[config.mk]
export PLATFORM = sky130hd
export DESIGN_NAME = fetch_queue_stage_flat
export DESIGN_NICKNAME = d
export VERILOG_FILES = /design/src/rtl/fetch_queue_stage_if.sv /design/src/rtl/fetch_queue_stage.sv /design/src/flat_wrapper.sv
export SDC_FILE = /design/constraint.sdc
export NUM_CORES = 1
export LEC_CHECK = 0
export BUFFER_PORTS_ARGS = -buffer_cell sky130_fd_sc_hd__buf_2
export CAP_MARGIN = 40
export CORE_UTILIZATION = 55
export CTS_CLUSTER_DIAMETER = 100
export CTS_CLUSTER_SIZE = 14
export DETAILED_ROUTE_END_ITERATION = 8
export PLACE_DENSITY = 0.78
export SETUP_SLACK_MARGIN = 0.4
export SYNTH_ARGS = -nofsm -noshare
export SYNTH_HDL_FRONTEND = slang
export SYNTH_SLANG_ARGS = --single-unit
[constraint.sdc]
create_clock -name clk -period 8.1 [get_ports clk]
set_input_delay 0.405 -clock clk [delete_from_list [all_inputs] [get_ports clk]]
set_output_delay 0.405 -clock clk [all_outputs]
set_load 0.05 [all_outputs]
[src/rtl/fetch_queue_stage_if.sv]
// fetch_queue_stage_if: instruction memory request/response port, fetch stage is master.
interface fetch_queue_stage_if #(parameter int XLEN = 32);
  logic            mem_start;
  logic            mem_ready;
  logic [XLEN-1:0] mem_addr;
  logic [XLEN-1:0] mem_data;
  logic            mem_data_valid;
  modport master(output mem_start, mem_addr, input mem_ready, mem_data, mem_data_valid);
  modport slave(input mem_start, mem_addr, output mem_ready, mem_data, mem_data_valid);
endinterface

[src/rtl/fetch_queue_stage.sv]
// fetch_queue_stage: instruction fetch with QDEPTH-entry prefetch queue feeding the ID register.
// Optional FETCH_PERF_EN adds saturating stall/flush/discard counters.
module fetch_queue_stage #(
  parameter int              XLEN     = 32,
  parameter int              QDEPTH   = 4,
  parameter logic [XLEN-1:0] RESET_PC = '0,
  parameter logic [XLEN-1:0] NOP_PC   = '1,
  parameter logic [XLEN-1:0] NOP_INST = 'h13
) (
  input  logic                     clk,
  input  logic                     rst_n,
  fetch_queue_stage_if.master      mem,
  input  logic [XLEN-1:0]          wb_reg_pc,
  input  logic                     wb_branch_hazard,
  input  logic                     stall_flg,
  output logic [XLEN-1:0]          id_reg_pc,
  output logic [XLEN-1:0]          id_inst,
  output logic [$clog2(QDEPTH):0]  q_count
`ifdef FETCH_PERF_EN
  ,
  output logic [31:0]              perf_stall_cycles,
  output logic [31:0]              perf_flushes,
  output logic [31:0]              perf_discards
`endif
);
  localparam int AW = $clog2(QDEPTH);
  localparam int CW = AW + 1;
  typedef enum logic {WAIT_READY, WAIT_VALID} state_t;
  state_t state, state_next;
  logic [XLEN-1:0] fetch_pc, req_pc, addr;
  logic [XLEN-1:0] q_pc [QDEPTH];
  logic [XLEN-1:0] q_inst [QDEPTH];
  logic [AW-1:0] rd_ptr, wr_ptr;
  logic [CW-1:0] count_next;
  logic discard, resp, drop, bypass, push, pop, issue;
  always_comb begin
    resp = state == WAIT_VALID && mem.mem_data_valid;
    drop = resp && (discard || wb_branch_hazard);
    bypass = resp && !drop && !stall_flg && q_count == '0;
    push = resp && !drop && !bypass;
    pop = !stall_flg && !wb_branch_hazard && q_count != '0;
    count_next = wb_branch_hazard ? '0 : q_count + CW'(push) - CW'(pop);
    addr = wb_branch_hazard ? wb_reg_pc : fetch_pc;
    // a slot is reserved at issue time, so a response can never find the queue full
    issue = mem.mem_ready && (wb_branch_hazard ? state == WAIT_READY
                                               : (state == WAIT_READY || resp) && count_next < CW'(QDEPTH));
    state_next = issue ? WAIT_VALID : resp ? WAIT_READY : state;
    mem.mem_start = issue;
    mem.mem_addr = issue ? addr : NOP_PC;
  end
  always_ff @(posedge clk or negedge rst_n)
    if (!rst_n) state <= WAIT_READY;
    else state <= state_next;
  always_ff @(posedge clk)
    if (push) begin
      q_pc[wr_ptr] <= req_pc;
      q_inst[wr_ptr] <= mem.mem_data;
    end
  always_ff @(posedge clk or negedge rst_n)
    if (!rst_n) begin
      fetch_pc <= RESET_PC;
      req_pc <= RESET_PC;
      discard <= 1'b0;
      q_count <= '0;
      rd_ptr <= '0;
      wr_ptr <= '0;
      id_reg_pc <= NOP_PC;
      id_inst <= NOP_INST;
    end else begin
      fetch_pc <= issue ? addr + XLEN'(4) : wb_branch_hazard ? wb_reg_pc : fetch_pc;
      if (issue) req_pc <= addr;
      discard <= wb_branch_hazard ? state == WAIT_VALID && !mem.mem_data_valid
                                  : resp ? 1'b0 : discard;
      q_count <= count_next;
      rd_ptr <= wb_branch_hazard ? '0 : rd_ptr + AW'(pop);
      wr_ptr <= wb_branch_hazard ? '0 : wr_ptr + AW'(push);
      if (!stall_flg) begin
        id_reg_pc <= wb_branch_hazard ? NOP_PC : pop ? q_pc[rd_ptr] : bypass ? req_pc : NOP_PC;
        id_inst <= wb_branch_hazard ? NOP_INST : pop ? q_inst[rd_ptr] : bypass ? mem.mem_data : NOP_INST;
      end
    end
`ifdef FETCH_PERF_EN
  always_ff @(posedge clk or negedge rst_n)
    if (!rst_n) begin
      perf_stall_cycles <= '0;
      perf_flushes <= '0;
      perf_discards <= '0;
    end else begin
      if (stall_flg && q_count == CW'(QDEPTH) && perf_stall_cycles != '1) perf_stall_cycles <= perf_stall_cycles + 32'd1;
      if (wb_branch_hazard && perf_flushes != '1) perf_flushes <= perf_flushes + 32'd1;
      if (drop && perf_discards != '1) perf_discards <= perf_discards + 32'd1;
    end
`endif
endmodule

[src/flat_wrapper.sv]
// flat-port wrapper written by rule: the top's interface ports become plain ports
module fetch_queue_stage_flat 
#(
  parameter int              XLEN     = 32,
  parameter int              QDEPTH   = 4,
  parameter logic [XLEN-1:0] RESET_PC = '0,
  parameter logic [XLEN-1:0] NOP_PC   = '1,
  parameter logic [XLEN-1:0] NOP_INST = 'h13
)
  (clk, rst_n, wb_reg_pc, wb_branch_hazard, stall_flg, id_reg_pc, id_inst, q_count, mem_mem_start, mem_mem_addr, mem_mem_ready, mem_mem_data, mem_mem_data_valid);
  fetch_queue_stage_if #(.XLEN(XLEN)) mem_i ();
  input  logic clk;
  input  logic rst_n;
  input  logic [XLEN-1:0] wb_reg_pc;
  input  logic wb_branch_hazard;
  input  logic stall_flg;
  output logic [XLEN-1:0] id_reg_pc;
  output logic [XLEN-1:0] id_inst;
  output logic [$clog2(QDEPTH):0] q_count;
  output wire logic [$bits(mem_i.mem_start)-1:0] mem_mem_start;
  output wire logic [$bits(mem_i.mem_addr)-1:0] mem_mem_addr;
  input wire logic [$bits(mem_i.mem_ready)-1:0] mem_mem_ready;
  input wire logic [$bits(mem_i.mem_data)-1:0] mem_mem_data;
  input wire logic [$bits(mem_i.mem_data_valid)-1:0] mem_mem_data_valid;
  assign mem_mem_start = mem_i.mem_start;
  assign mem_mem_addr = mem_i.mem_addr;
  assign mem_i.mem_ready = mem_mem_ready;
  assign mem_i.mem_data = mem_mem_data;
  assign mem_i.mem_data_valid = mem_mem_data_valid;
  fetch_queue_stage #(.XLEN(XLEN), .QDEPTH(QDEPTH), .RESET_PC(RESET_PC), .NOP_PC(NOP_PC), .NOP_INST(NOP_INST)) u_core (.clk(clk), .rst_n(rst_n), .mem(mem_i), .wb_reg_pc(wb_reg_pc), .wb_branch_hazard(wb_branch_hazard), .stall_flg(stall_flg), .id_reg_pc(id_reg_pc), .id_inst(id_inst), .q_count(q_count));
endmodule
After elaboration in Yosys (flattened, before gate mapping)

Memories as Yosys holds them, arrays and structs flattened.
Index checks and enable logic that the tools add are counted.

Register bits: 137
Bits in writable memories: 256
Input bits: 70
Output and inout bits: 100
Logic and storage cells: 58
Memories kept: 2

$add $sub $neg: 5
Magnitude comparators: 1
Mux-type cells: 18
Bitwise operators: 1
Reductions and logical operators: 22

Memories:

| memory        | words | bits a word | rd ports | clocked after Yosys merged registers in | wr ports | RTL line                | RTL |
|---|---|---|---|---|---|---|---|
| u_core.q_inst | 4     | 32          | 1        | 0                                       | 1        | fetch_queue_stage.sv:32 | `logic [XLEN-1:0] q_inst [QDEPTH];` |
| u_core.q_pc   | 4     | 32          | 1        | 0                                       | 1        | fetch_queue_stage.sv:31 | `logic [XLEN-1:0] q_pc [QDEPTH];` |

Operator list:

| kind                                          | number |
|---|---|
| 2-to-1 mux 32 bit                             | 9 |
| adder 32 x 3 -> 32 bit, second input constant | 1 |
| logical AND 1 bit                             | 11 |
| 2-to-1 mux 1 bit                              | 6 |
| logical NOT 1 bit                             | 5 |
| adder 2 x 1 -> 2 bit                          | 2 |
| 2-to-1 mux 2 bit                              | 2 |
| nonzero test 2 bit                            | 2 |
| adder 3 x 1 -> 3 bit                          | 1 |
| logical NOT 3 bit                             | 1 |
| < comparator 3 bit, second input constant     | 1 |
| 2-to-1 mux 3 bit                              | 1 |
| nonzero test 3 bit                            | 1 |
| subtractor 3 x 1 -> 3 bit                     | 1 |
| logical OR 1 bit                              | 2 |
| NOT 1 bit                                     | 1 |

Logic depth before layout (Yosys ltp)

Word-level depth: 16
Gate-level depth with buffers: 17
Gate-level depth less buffers: 13

Worst setup path after synthesis

OpenSTA, ideal clock, no wires.

Path type: input to register
Start point: input port wb_branch_hazard
End point: memory u_core.q_inst[0][0] (enable)
Arrival time: 6.392 ns
Required time: 7.520 ns
Slack: 1.128 ns
Stages: 5
Buffers on the path: 3
Cell sequence: buf_2 buf_2 buf_1 nor4_1 nor3b_1

Word-level cells in the longest chain between the ends: 10

Ends and longest elaborated chain:

| element                                    | RTL line                                         | RTL |
|---|---|---|
| from (decl)                                | flat_wrapper.sv:15                               | `input logic wb_branch_hazard;` |
| logical OR 1 bit (*)                       | fetch_queue_stage.sv:38                          | `drop = resp && (discard \|\| wb_branch_hazard);` |
| logical AND 1 bit (*)                      | fetch_queue_stage.sv:38                          |  |
| logical NOT 1 bit (*)                      | fetch_queue_stage.sv:39, fetch_queue_stage.sv:40 |  |
| logical AND 1 bit (*)                      | fetch_queue_stage.sv:39, fetch_queue_stage.sv:40 |  |
| logical AND 1 bit (2 in a row)             | fetch_queue_stage.sv:39                          | `bypass = resp && !drop && !stall_flg && q_count == '0;` |
| logical NOT 1 bit                          | fetch_queue_stage.sv:40                          | `push = resp && !drop && !bypass;` |
| logical AND 1 bit (*)                      | fetch_queue_stage.sv:40                          |  |
| 2-to-1 mux 1 bit (*)                       | fetch_queue_stage.sv:55                          | `if (push) begin` |
| 2-to-1 mux 1 bit (not written as such) (*) | fetch_queue_stage.sv:57                          | `q_inst[wr_ptr] <= mem.mem_data;` |
| to (decl)                                  | fetch_queue_stage.sv:32                          |  |

Every way passes the cells marked *; elsewhere a longest branch is shown, timed or not.

Worst setup path after layout

Start point: register u_core.q_count[1]
End point: output port mem_mem_addr[8]

Word-level cells in the longest chain between the ends: 12
Elaborated cells on any way between the ends: 14
Those cells by class: add/sub (2); order compare (1); mux (3); reduce/logical (8)

Ends and longest elaborated chain:

| element                       | RTL line                | RTL |
|---|---|---|
| from (decl)                   | fetch_queue_stage.sv:18 | `output logic [$clog2(QDEPTH):0] q_count` |
| from (signal assigned)        | fetch_queue_stage.sv:74 | `q_count <= count_next;` |
| logical NOT 3 bit             | fetch_queue_stage.sv:39 |  |
| logical AND 1 bit             | fetch_queue_stage.sv:39 |  |
| logical NOT 1 bit             | fetch_queue_stage.sv:40 |  |
| logical AND 1 bit             | fetch_queue_stage.sv:40 |  |
| adder 3 x 1 -> 3 bit          | fetch_queue_stage.sv:42 | `count_next = wb_branch_hazard ? '0 : q_count + CW'(push) - CW'(pop);` |
| subtractor 3 x 1 -> 3 bit (*) | fetch_queue_stage.sv:42 |  |
| 2-to-1 mux 3 bit (*)          | fetch_queue_stage.sv:42 |  |
| < comparator 3 bit (*)        | fetch_queue_stage.sv:46 | `: (state == WAIT_READY \|\| resp) && count_next < CW'(QDEPTH));` |
| logical AND 1 bit (*)         | fetch_queue_stage.sv:46 |  |
| 2-to-1 mux 1 bit (*)          | fetch_queue_stage.sv:45 | `issue = mem.mem_ready && (wb_branch_hazard ? state == WAIT_READY` |
| logical AND 1 bit (*)         | fetch_queue_stage.sv:45 |  |
| 2-to-1 mux 32 bit (*)         | fetch_queue_stage.sv:49 | `mem.mem_addr = issue ? addr : NOP_PC;` |
| to (decl)                     | flat_wrapper.sv:21      | `output wire logic [$bits(mem_i.mem_addr)-1:0] mem_mem_addr;` |

Marks and branches as above.

==> metrics.md <==
| Metric | Value |
|---|---|
| Max-cap violations | 0 |
| #FFs+latches synth | 393 |
| CP Capture Type | output pin |
| Async SR Flop Fraction | 34.9% |
| CTS HTree Levels | 2 |
| Top_reg_cell synth | edfxtp_1 |
| VDD IR-drop max | 0.000258 V |
| Yosys cell types | 51 |
| Root Driver | clkbuf_16 |
| Post-route cell area | 0.0180 mm2 |
| DRC Markers | 0 |
| Syn Area/Cell | roughly 17 um2 |
| Initial DRT Pass Iterations | 6 |
| Area grow syn2layout | 15.3% |
| RSZ-0062 raised after global routing | false |
| CORE AREA | 0.0278 mm2 |
| Cell area after synthesis | around 0.016 mm2 |
| Post-synth EDFFs | 256 |
| Final Cycle Share | between 60% and 70% |
| Rows | 61 |
| Clock Sinks | around 390 |
| Clk slew on worst S/H paths | 0.06 ns |
| Post-CTS Resized | 0 |
| Num ports | 170 |
| PortBufs | around 170 |
| Vias in the first global route | 9333 |
| Skew-Pair Late Insertion Delay | 0.52 ns |
| CP Max Fanout | 33 |
| Critical path class | reg2out |
| Syn Inst Count | 936 |
| Final Max Slew Viols | 0 |
| CP Data Required Time | 7.70 ns |
| Crit path DAT | 5.06 ns |
| Startpoint types | register |
| Global Route Usage Sum | 24.4% |
| Die height | around 170 um |
| Share of layout cells above drive strength 1 | 30.3% |
| Seq/Total Area, Yosys | 71.7% |
| Starting density of the core | between 50% and 60% |
| Ant diodes | 0 |
| Wirelength per Cell | 22.4 um |
| Post-DP Area | 0.0170 mm2 |
| Post-Syn Nets | 1011 |
| Min cycle time layout | 5.46 ns |
| Register area | 0.0112 mm2 |
| Antenna-violating nets left | 0 |
| Outcome | finished clean |
| Leakage | 6.84 nW |
| DR iter-0 viols | 863 |
| Multi-input gate area | 0.00399 mm2 |
| Worst slew pin tran | approximately 0.94 ns |
| Largest net degree at the start of global routing | 72 |
| Vias per std cell | 5.97 |
| Power density over cell area | between 300 and 400 mW/mm2 |
| Fin. Hold Viols | 0 |
| Total congestion overflow | 0 |
| Final HPWL DP | 21000 um |
| DR vias | between 9000 and 10000 |
| Worst reg2reg setup slack | 3.15 ns |
| Die Area | ~0.029 mm2 |
| DIE WIDTH | 170 um |
| Initial antenna violation count | 0 |
| Worst Hold Class | in2reg |
| Layout Nets | 1185 |
| Layout Skew | roughly 0.02 ns |
| Count of final setup violators | 0 |
| Setup_tns | 0 ns |
| RePlAce Congestion | 0.829 |
| CTS buffer count | 34 |
| Ys Warns | 0 |
| Max clock buf depth | 3 |
| Max Fclk | around 180 MHz |
| First-pass GRT wire length | 52900 um |
| CTS tree | yes |
| Fill count | 1995 |
| Slew Limit Headroom | 36.9% |
| DRT Wirelength | 33900 um |
[layer usage]
layer	track usage (%)	share of wire (%)	routed length [um]
met5	0	0	0
met4	6.46	1.5	506
met3	4.19	7.3	2480
met2	39.5	49	16500
met1	34.5	42	14300
[what timing repair did]
item	CTS	global route
setup endpoints to repair	0	0
setup buffers	0	0
hold endpoints to repair	52	0
hold buffers	1	0
[registers in the layout (all words and copies together) (netlist names), 3 cells and up]
| name | flops |
|---|---|
| u_core.id_reg_pc | 32 |
| u_core.q_count | 3 |
| u_core.id_inst | 32 |
| u_core.q_inst | 128 |
| u_core.fetch_pc | 32 |
| u_core.q_pc | 128 |
| u_core.req_pc | 32 |
[worst max-delay path, cell delays in order, from the launching register on]
cell,delay (ns)
dfrtp_1,0.45
or3_1,0.48
nand2b_2,0.45
buf_16,0.23
nor2_1,0.08
a21o_1,0.16
ha_1,0.18
inv_1,0.06
fa_1,0.17
xor3_1,0.29
a221oi_4,0.82
buf_4,0.40
buf_4,0.37
nand2_1,0.14
buf_2,0.24
[Yosys cell counts (6+ instances only)]
cell type  count  area share, %
edfxtp_1     256             49
dfrtp_1      102             16
inv_1         69            1.7
mux4_2        64            9.3
nand2_1       47            1.1
a21oi_1       42            1.3
clkbuf_1      37           0.89
o22ai_1       36            1.4
dfstp_2       35            5.9
mux2i_1       31            2.0
o21a_1        31            1.5
a222oi_1      26            1.7
nor2_1        24           0.58
xnor2_1       16           0.90
xor2_1        16           0.90
buf_1          9           0.22
nand3_1        8           0.26
nor2b_1        7           0.28
o21ai_0        6           0.19
[where the power goes]
part | internal, mW | switching, mW
combinational | 0.444 | 0.898
sequential | 2.50 | 0.264
clock | 0.815 | 0.690
total | 3.76 | 1.85
[metrics by stage]
| stage | total power [mW] | utilization [%] | hold slack [ns] | instances | worst slack, ns |
|---|---|---|---|---|---|
| after CTS | 5.65 | 64.7 | 0.0911 | 1513 | 2.59 |
| after global placement | 4.10 | 60.6 | 0.451 | 1446 | 2.90 |
| after detailed placement | 4.15 | 61.0 | 0.454 | 1451 | 2.76 |
| after floorplan | 3.75 | - | 0.109 | 936 | 1.13 |
| final | 5.61 | 64.7 | 0.112 | 1513 | 2.64 |
| after global routing | 5.84 | 64.7 | 0.102 | 1513 | 2.34 |
[worst paths after layout]
path / endpoint / cells past startpoint / from
max: mem_mem_addr[8] / 14 / u_core.q_count[1]
min: u_core.state / 2 / mem_mem_data_valid
max reg2reg: u_core.fetch_pc[26] / 15 / u_core.q_count[1]
min reg2reg: u_core.id_reg_pc[5] / 2 / u_core.id_reg_pc[5]
max in group asynchronous: u_core.id_reg_pc[15] / 4 / rst_n
min in group asynchronous: u_core.id_inst[5] / 2 / rst_n
[layout make-up]
type / instances / share of cell area (%)
flip-flops and latches: 393 / 62.2
clock buffers: 59 / 5.38
multi-input cells: 423 / 22.2
repair buffers: 189 / 6.03
clock inverters: 2 / 0.139
inverters: 69 / 1.44
well taps: 378 / 2.63
[cell usage in the layout, fill, tap and decap left out, types with 4 or more instances in the layout]
cell type,count
nand4_1,4
nand3_1,8
edfxtp_1,256
o21ai_0,6
inv_1,69
clkbuf_1,24
dfstp_2,35
nor2_1,22
buf_2,168
clkbuf_16,35
a222oi_1,26
xor2_1,16
xnor2_1,16
buf_4,14
mux2i_1,31
o22ai_1,36
mux4_2,64
nor3_1,5
dfrtp_1,100
nand2_1,47
nor2b_1,7
ha_1,4
a21oi_1,42
o21a_1,31
mux2_2,4
[logic make-up after synthesis]
kind of cell,count (synthesis),synth area share [%]
AO/OA/AOI/OAI,156,7.16
XOR/XNOR,33,1.95
adder cells (fa/ha/maj),5,0.450
buffers and inverters,120,2.93
flip-flops,393,71.7
multiplexers,99,11.5
AND/OR/NAND/NOR,130,4.31
Note: power is estimated with default switching activity, not from simulation.
